## src/rtl/jpeg_pkg.sv

```systemverilog
// Shared definitions for the JPEG encoder datapath. These are the zigzag
// scan table, the block size and the zigzag read FSM states.
package jpeg_pkg;

    localparam int BLK_N = 64;

    // Zigzag position -> raster index (row * 8 + col), standard JPEG scan.
    localparam logic [5:0] ZZ [64] = '{
        6'd0,  6'd1,  6'd8,  6'd16, 6'd9,  6'd2,  6'd3,  6'd10,
        6'd17, 6'd24, 6'd32, 6'd25, 6'd18, 6'd11, 6'd4,  6'd5,
        6'd12, 6'd19, 6'd26, 6'd33, 6'd40, 6'd48, 6'd41, 6'd34,
        6'd27, 6'd20, 6'd13, 6'd6,  6'd7,  6'd14, 6'd21, 6'd28,
        6'd35, 6'd42, 6'd49, 6'd56, 6'd57, 6'd50, 6'd43, 6'd36,
        6'd29, 6'd22, 6'd15, 6'd23, 6'd30, 6'd37, 6'd44, 6'd51,
        6'd58, 6'd59, 6'd52, 6'd45, 6'd38, 6'd31, 6'd39, 6'd46,
        6'd53, 6'd60, 6'd61, 6'd54, 6'd47, 6'd55, 6'd62, 6'd63
    };

    typedef enum logic {IDLE, STREAM} zz_rd_state_t;

endpackage

```

## src/rtl/dct_pingpong_buf.sv

```systemverilog
// Two banks of 64 coefficients held in flops. It has one synchronous write
// port and one combinational read port. The contents are not reset.
module dct_pingpong_buf
    import jpeg_pkg::*;
#(
    parameter int DW = 12
) (
    input  logic          clk,
    input  logic          we,
    input  logic          wr_bank,
    input  logic [5:0]    wr_addr,
    input  logic [DW-1:0] wr_data,
    input  logic          rd_bank,
    input  logic [5:0]    rd_addr,
    output logic [DW-1:0] rd_data
);

    logic [DW-1:0] mem [2][BLK_N];

    always_ff @(posedge clk) begin
        if (we) begin
            mem[wr_bank][wr_addr] <= wr_data;
        end
    end

    assign rd_data = mem[rd_bank][rd_addr];

endmodule

```

## src/rtl/dct_zigzag_sequencer.sv

```systemverilog
// Accepts DCT coefficients in raster order into a ping-pong buffer and replays
// each completed block in zigzag order over a valid/ready output.
module dct_zigzag_sequencer
    import jpeg_pkg::*;
#(
    parameter int DW = 12
) (
    input  logic          clk,
    input  logic          rst,
    input  logic          dstrb,
    input  logic          din_vld,
    input  logic [DW-1:0] din,
    output logic          din_rdy,
    output logic          dout_vld,
    output logic [DW-1:0] dout,
    output logic [5:0]    dout_idx,
    output logic          dout_last,
    input  logic          dout_rdy,
    output logic          busy,
    output logic          err_abort
);

    // Handshakes: a word moves on a rising edge where its valid and ready
    // are both high. Once valid is raised, the payload holds until accepted.

    logic [1:0]    full_q, full_set, full_clr;
    logic          wr_bank_q, rd_bank_q, rd_bank_d;
    logic [5:0]    wr_idx_q, rd_idx_q, rd_idx_d, rd_nxt;
    logic [DW-1:0] dout_q, dout_d, rd_data;
    logic          err_q;
    zz_rd_state_t  state_q, state_d;

    logic          wr_acc, wr_done;
    logic [5:0]    wr_eff;
    logic          rd_sel_bank;
    logic [5:0]    rd_addr;

    // ---------------- write side ----------------
    assign din_rdy  = !rst && !full_q[wr_bank_q];
    assign wr_acc   = din_vld && din_rdy;
    assign wr_eff   = dstrb ? 6'd0 : wr_idx_q;
    assign wr_done  = wr_acc && (wr_eff == 6'd63);
    assign full_set = {wr_done && wr_bank_q, wr_done && !wr_bank_q};

    always_ff @(posedge clk or posedge rst) begin
        if (rst) begin
            wr_bank_q <= 1'b0;
            wr_idx_q  <= 6'd0;
            err_q     <= 1'b0;
        end else begin
            // A strobe in the middle of a block drops the partial data.
            if (dstrb && (wr_idx_q != 6'd0)) begin
                err_q <= 1'b1;
            end
            if (wr_acc) begin
                if (wr_done) begin
                    wr_idx_q  <= 6'd0;
                    wr_bank_q <= !wr_bank_q;
                end else begin
                    wr_idx_q  <= wr_eff + 6'd1;
                end
            end else if (dstrb) begin
                wr_idx_q <= 6'd0;
            end
        end
    end

    dct_pingpong_buf #(.DW(DW)) u_buf (
        .clk     (clk),
        .we      (wr_acc),
        .wr_bank (wr_bank_q),
        .wr_addr (wr_eff),
        .wr_data (din),
        .rd_bank (rd_sel_bank),
        .rd_addr (rd_addr),
        .rd_data (rd_data)
    );

    // ---------------- read side ----------------
    assign rd_nxt = rd_idx_q + 6'd1;

    // The read address points at the word that the next load would take.
    // After index 63 that is the head of the other bank.
    always_comb begin
        rd_sel_bank = rd_bank_q;
        rd_addr     = ZZ[0];
        if (state_q == STREAM) begin
            if (rd_idx_q == 6'd63) begin
                rd_sel_bank = !rd_bank_q;
            end else begin
                rd_addr = ZZ[rd_nxt];
            end
        end
    end

    always_comb begin
        state_d   = state_q;
        rd_idx_d  = rd_idx_q;
        rd_bank_d = rd_bank_q;
        dout_d    = dout_q;
        full_clr  = 2'b00;
        case (state_q)
            IDLE: begin
                if (full_q[rd_bank_q]) begin
                    state_d  = STREAM;
                    rd_idx_d = 6'd0;
                    dout_d   = rd_data;
                end
            end
            STREAM: begin
                if (dout_rdy) begin
                    if (rd_idx_q == 6'd63) begin
                        full_clr  = rd_bank_q ? 2'b10 : 2'b01;
                        rd_bank_d = !rd_bank_q;
                        rd_idx_d  = 6'd0;
                        if (full_q[!rd_bank_q]) begin
                            dout_d = rd_data;
                        end else begin
                            state_d = IDLE;
                        end
                    end else begin
                        rd_idx_d = rd_nxt;
                        dout_d   = rd_data;
                    end
                end
            end
            default: state_d = IDLE;
        endcase
    end

    always_ff @(posedge clk or posedge rst) begin
        if (rst) begin
            state_q   <= IDLE;
            rd_idx_q  <= 6'd0;
            rd_bank_q <= 1'b0;
            dout_q    <= '0;
            full_q    <= 2'b00;
        end else begin
            state_q   <= state_d;
            rd_idx_q  <= rd_idx_d;
            rd_bank_q <= rd_bank_d;
            dout_q    <= dout_d;
            full_q    <= (full_q | full_set) & ~full_clr;
        end
    end

    assign dout_vld  = (state_q == STREAM);
    assign dout      = dout_q;
    assign dout_idx  = rd_idx_q;
    assign dout_last = dout_vld && (rd_idx_q == 6'd63);
    assign busy      = (|full_q) || dout_vld;
    assign err_abort = err_q;

endmodule

```

## config.mk

```make
export PLATFORM = sky130hd
export DESIGN_NAME = dct_zigzag_sequencer
export DESIGN_NICKNAME = d
export VERILOG_FILES = /design/src/rtl/jpeg_pkg.sv /design/src/rtl/dct_pingpong_buf.sv /design/src/rtl/dct_zigzag_sequencer.sv
export SDC_FILE = /design/constraint.sdc
export NUM_CORES = 2
export LEC_CHECK = 0
export CORE_MARGIN = 10
export CORE_UTILIZATION = 29
export CTS_CLUSTER_DIAMETER = 80
export DETAILED_ROUTE_END_ITERATION = 16
export SLEW_MARGIN = 20
export SYNTH_ARGS = -nofsm -noshare
export SYNTH_HDL_FRONTEND = slang
export SYNTH_SLANG_ARGS = --single-unit
```

## constraint.sdc

```tcl
create_clock -name clk -period 4.2 [get_ports clk]
set_clock_uncertainty 0.05 [all_clocks]
set_input_delay 1.05 -clock clk [delete_from_list [all_inputs] [get_ports clk]]
set_output_delay 1.05 -clock clk [all_outputs]
set_load 0.1 [all_outputs]
```

==> out/summary.txt <==
Reg-to-reg endpoint: dout[1]
Final setup fails: 1
Setup CP Type: reg -> reg
Final WS setup: -0.03527 ns
Wirelength per Cell: 25.17 µm
Synth warnings: 0
Post-synth ARST share: 0.01916
Metal3 WL: 14,290 µm
Clk Latency, worst-skew pair: 0.81 ns
Leading area contributor after synthesis: edfxtp_1
Clk sink count: 1,566
CP Launch Type: flip-flop
Post-route cell area: 76,240 µm²
Final worst path period need: 4.235 ns
Reg clk slew, reported paths: 0.06 ns
Post-layout util: 0.3545
Least-Margin Pin Slew: 1.055 ns
Reg2reg path depth: 17
Pwr/cell area: 411.7 nW/µm²
Critical Path Fanout Max: 7
Post-DRT Antenna Nets: 0
EDFF count, synth: 1,536
Maximum clock rate: 236.1 MHz
Status: finished with violations
Worst path max stage delay: 0.45 ns
H-tree depth: 4
1st-pass router iterations: 6
FF+latch count, synth: 1,566
Crit path max-delay cell type: dfrtp_2
CTS buffer count: 160
Maxcap violations: 0
Critical Path RT: 4.81 ns
Avg Vias per Cell: 5.163
Power, Total: 31,390 µW
CTS tree: yes
Die X: 485.3 µm
CP arrival: 4.84 ns
Hold path startpoint: dout_idx[4]
Hold/Removal Path Class: reg -> reg
Die Span Y: 485.3 µm
Initial core utilization: 0.2920
Core Footprint: 215,000 µm²
Fin. max-slew vios: 0
Slew margin rel.: 0.2943
Via count: 36,704
Worst Hold Depth: 1
Failing checks: setup timing
Share of cells above drive strength 1: 0.2745
Post-synth top flop: edfxtp_1
IO Pins: 40
Critical path capture point type: flip-flop
Hold-fix buffers at CTS: 0
Most frequent cell after synthesis: edfxtp_1
Syn_area_per_cell: 17.06 µm²
Drt initial violations: 4,675
Mapped Area: 62,790 µm²
Static Leak: 0.02457 µW
Worst Hold End: dout_idx[4]
Final hold vios: 0
Initial antenna violation count: 6
# rows: 170
# DRC: 0
Routability cong.: 0.8854
First-pass GRT wire length: 256,200 µm
Reg2reg start: dout_idx[1]
Clk buf depth: 3
Top Metal Used: met5
R2R Setup Slk: -0.04 ns
Mapped Cells: 3,680
Final Cycle Share: 1.008
Total track usage: 0.1448
Largest net degree at the start of global routing: 106
Syn nets: 3,713
Yosys top cell area share: 0.7346
Crit-path cells: ha_4 -> ha_4 -> buf_6 -> buf_6 -> nor2b_4 -> a21oi_1 -> a22o_1 -> a32o_2 -> nor2_8 -> buf_12 -> buf_16 -> mux2_4 -> o211ai_1 -> o211ai_1 -> a211oi_4 -> buf_4 -> a311oi_2
Crit path max-delay family: compound AO/OA/AOI/OAI gates
CTS root buf: clkbuf_16
DP HPWL: 112,100 µm
Die Area: 235,500 µm²
Port Buffer Count: 39
Final #Nets: 4,184
Placed cell areas: 70,210 µm²
RSZ-0062 raised after global routing: true
Met2 Routed Length: 82,700 µm
Met1 WL: 75,970 µm
Routed wire length: 178,900 µm
Synth cell count leaders: 1,536 x edfxtp_1, 393 x nand2_1, 239 x nand3_1
Gr ovfl total: 0
Ranking of synthesized cells by area: edfxtp_1 73%, mux4_2 8.5%, nand2_1 2.3%, nand3_1 1.9%, a21oi_1 1.3%
Post-synthesis cell type count: 86
Vias in the first global route: 35,614
CP bufs+invs: 5
Seq/Total Area, Yosys: 0.7465
Peak VDD IR: 0.0003989 V
Area added between synthesis and finish: 21.42%
metrics by stage:
| stage | worst slack (ns) | hold WS, ns | cells | setup TNS (ns) |
|---|---|---|---|---|
| global route | -0.06621 | 0.5759 | 7109 | -0.5039 |
| floorplan | -0.3141 | 0.5232 | 3680 | -3.615 |
| CTS | -0.03183 | 0.5381 | 7079 | -0.03785 |
| global placement | -0.3225 | 0.5274 | 6792 | -1.490 |
| detailed placement | -0.3508 | 0.5226 | 6792 | -2.254 |
| finish | -0.03527 | 0.5342 | 7109 | -0.03527 |
power breakdown:
part / internal [µW] / switching, µW / total (µW)
Combinational: 47.2 / 328 / 376
Sequential: 17200 / 4.17 / 17200
Clock: 7860 / 5980 / 13800
area by class of cell:
type / instances / area (µm²)
flip-flops and latches: 1566 / 46880
inverters: 11 / 47.55
multi-input cells: 1856 / 15240
fillers: 19955 / 138800
diodes: 1 / 2.502
repair buffers: 556 / 5480
clock buffers: 195 / 4283
well taps: 2838 / 3551
clock inverters: 86 / 755.7
state kept, by name, indices dropped and copies added, names as in the netlist:
register and cells:
dout 12, err_abort 1, wr_bank_q 1, dout_vld 1, full_q 2, dout_idx 6, u_buf.mem 1536, wr_idx_q 6
rd_bank_q 1
worst reg2reg max path, stage by stage, from the launching register on:
cell and delay [ns]:
dfrtp_2 0.45, ha_4 0.19, ha_4 0.25, buf_6 0.13
buf_6 0.13, nor2b_4 0.19, a21oi_1 0.07, a22o_1 0.23
a32o_2 0.31, nor2_8 0.20, buf_12 0.19, buf_16 0.16
mux2_4 0.31, o211ai_1 0.36, o211ai_1 0.30, a211oi_4 0.36
buf_4 0.17, a311oi_2 0.03
layer usage:
metal	track usage	vias to the layer above
li1	-	15604
met4	0.04724	6
met3	0.02703	299
met1	0.2044	19138
met2	0.2248	1657
met5	0	-
worst max path at each step:
| stage | to | startpoint | cells past startpoint | slack [ns] |
|---|---|---|---|---|
| after detailed placement | dout[1] | dout_idx[0] | 17 | -0.35 |
| after global placement | dout[1] | dout_idx[0] | 17 | -0.32 |
| after floorplan | dout[10] | dout_idx[0] | 18 | -0.31 |
| final | dout[1] | dout_idx[1] | 17 | -0.04 |
| after global routing | dout[1] | dout_idx[1] | 15 | -0.07 |
| after CTS | dout[1] | dout_idx[0] | 17 | -0.03 |
what timing repair did:
item,in CTS,in global routing
gates resized for setup,29,96
buffers inserted,5,19
gates cloned,1,10
hold endpoints to repair,0,0
pin swaps,4,28
setup endpoints to repair,12,12
cell usage in the layout (no fill, tap or decap), types with 13 or more instances in the layout:
master	synthesis	final
a221oi_1	26	16
a221oi_2	10	20
buf_12	0	84
clkinv_1	1	34
nand2_1	393	389
a21oi_1	167	159
nor2b_1	15	13
clkbuf_1	121	27
clkbuf_16	0	172
mux2i_1	45	45
nand3_1	239	238
mux4_2	236	236
nor2_1	168	166
dfrtp_1	30	29
o211ai_1	61	61
and2_1	38	36
buf_4	31	435
o31ai_1	13	13
edfxtp_1	1536	1536
nor3_1	36	30
mux2_2	27	26
clkinv_2	0	26
a31oi_1	65	64
o21ai_0	84	79
a22oi_1	15	14
logic make-up (layout without fill, tap and decap cells):
logic type,after synthesis,in the layout,share of synthesized area
xor+xnor,8,8,0.001714
compound gates,544,544,0.05785
fa+ha+maj,16,16,0.003188
simple gates,978,980,0.07343
buf+inv,260,848,0.02062
flops,1566,1566,0.7465
other cells,0,1,0
mux,308,308,0.09666
No activity file was read; power rests on OpenSTA's default activity.
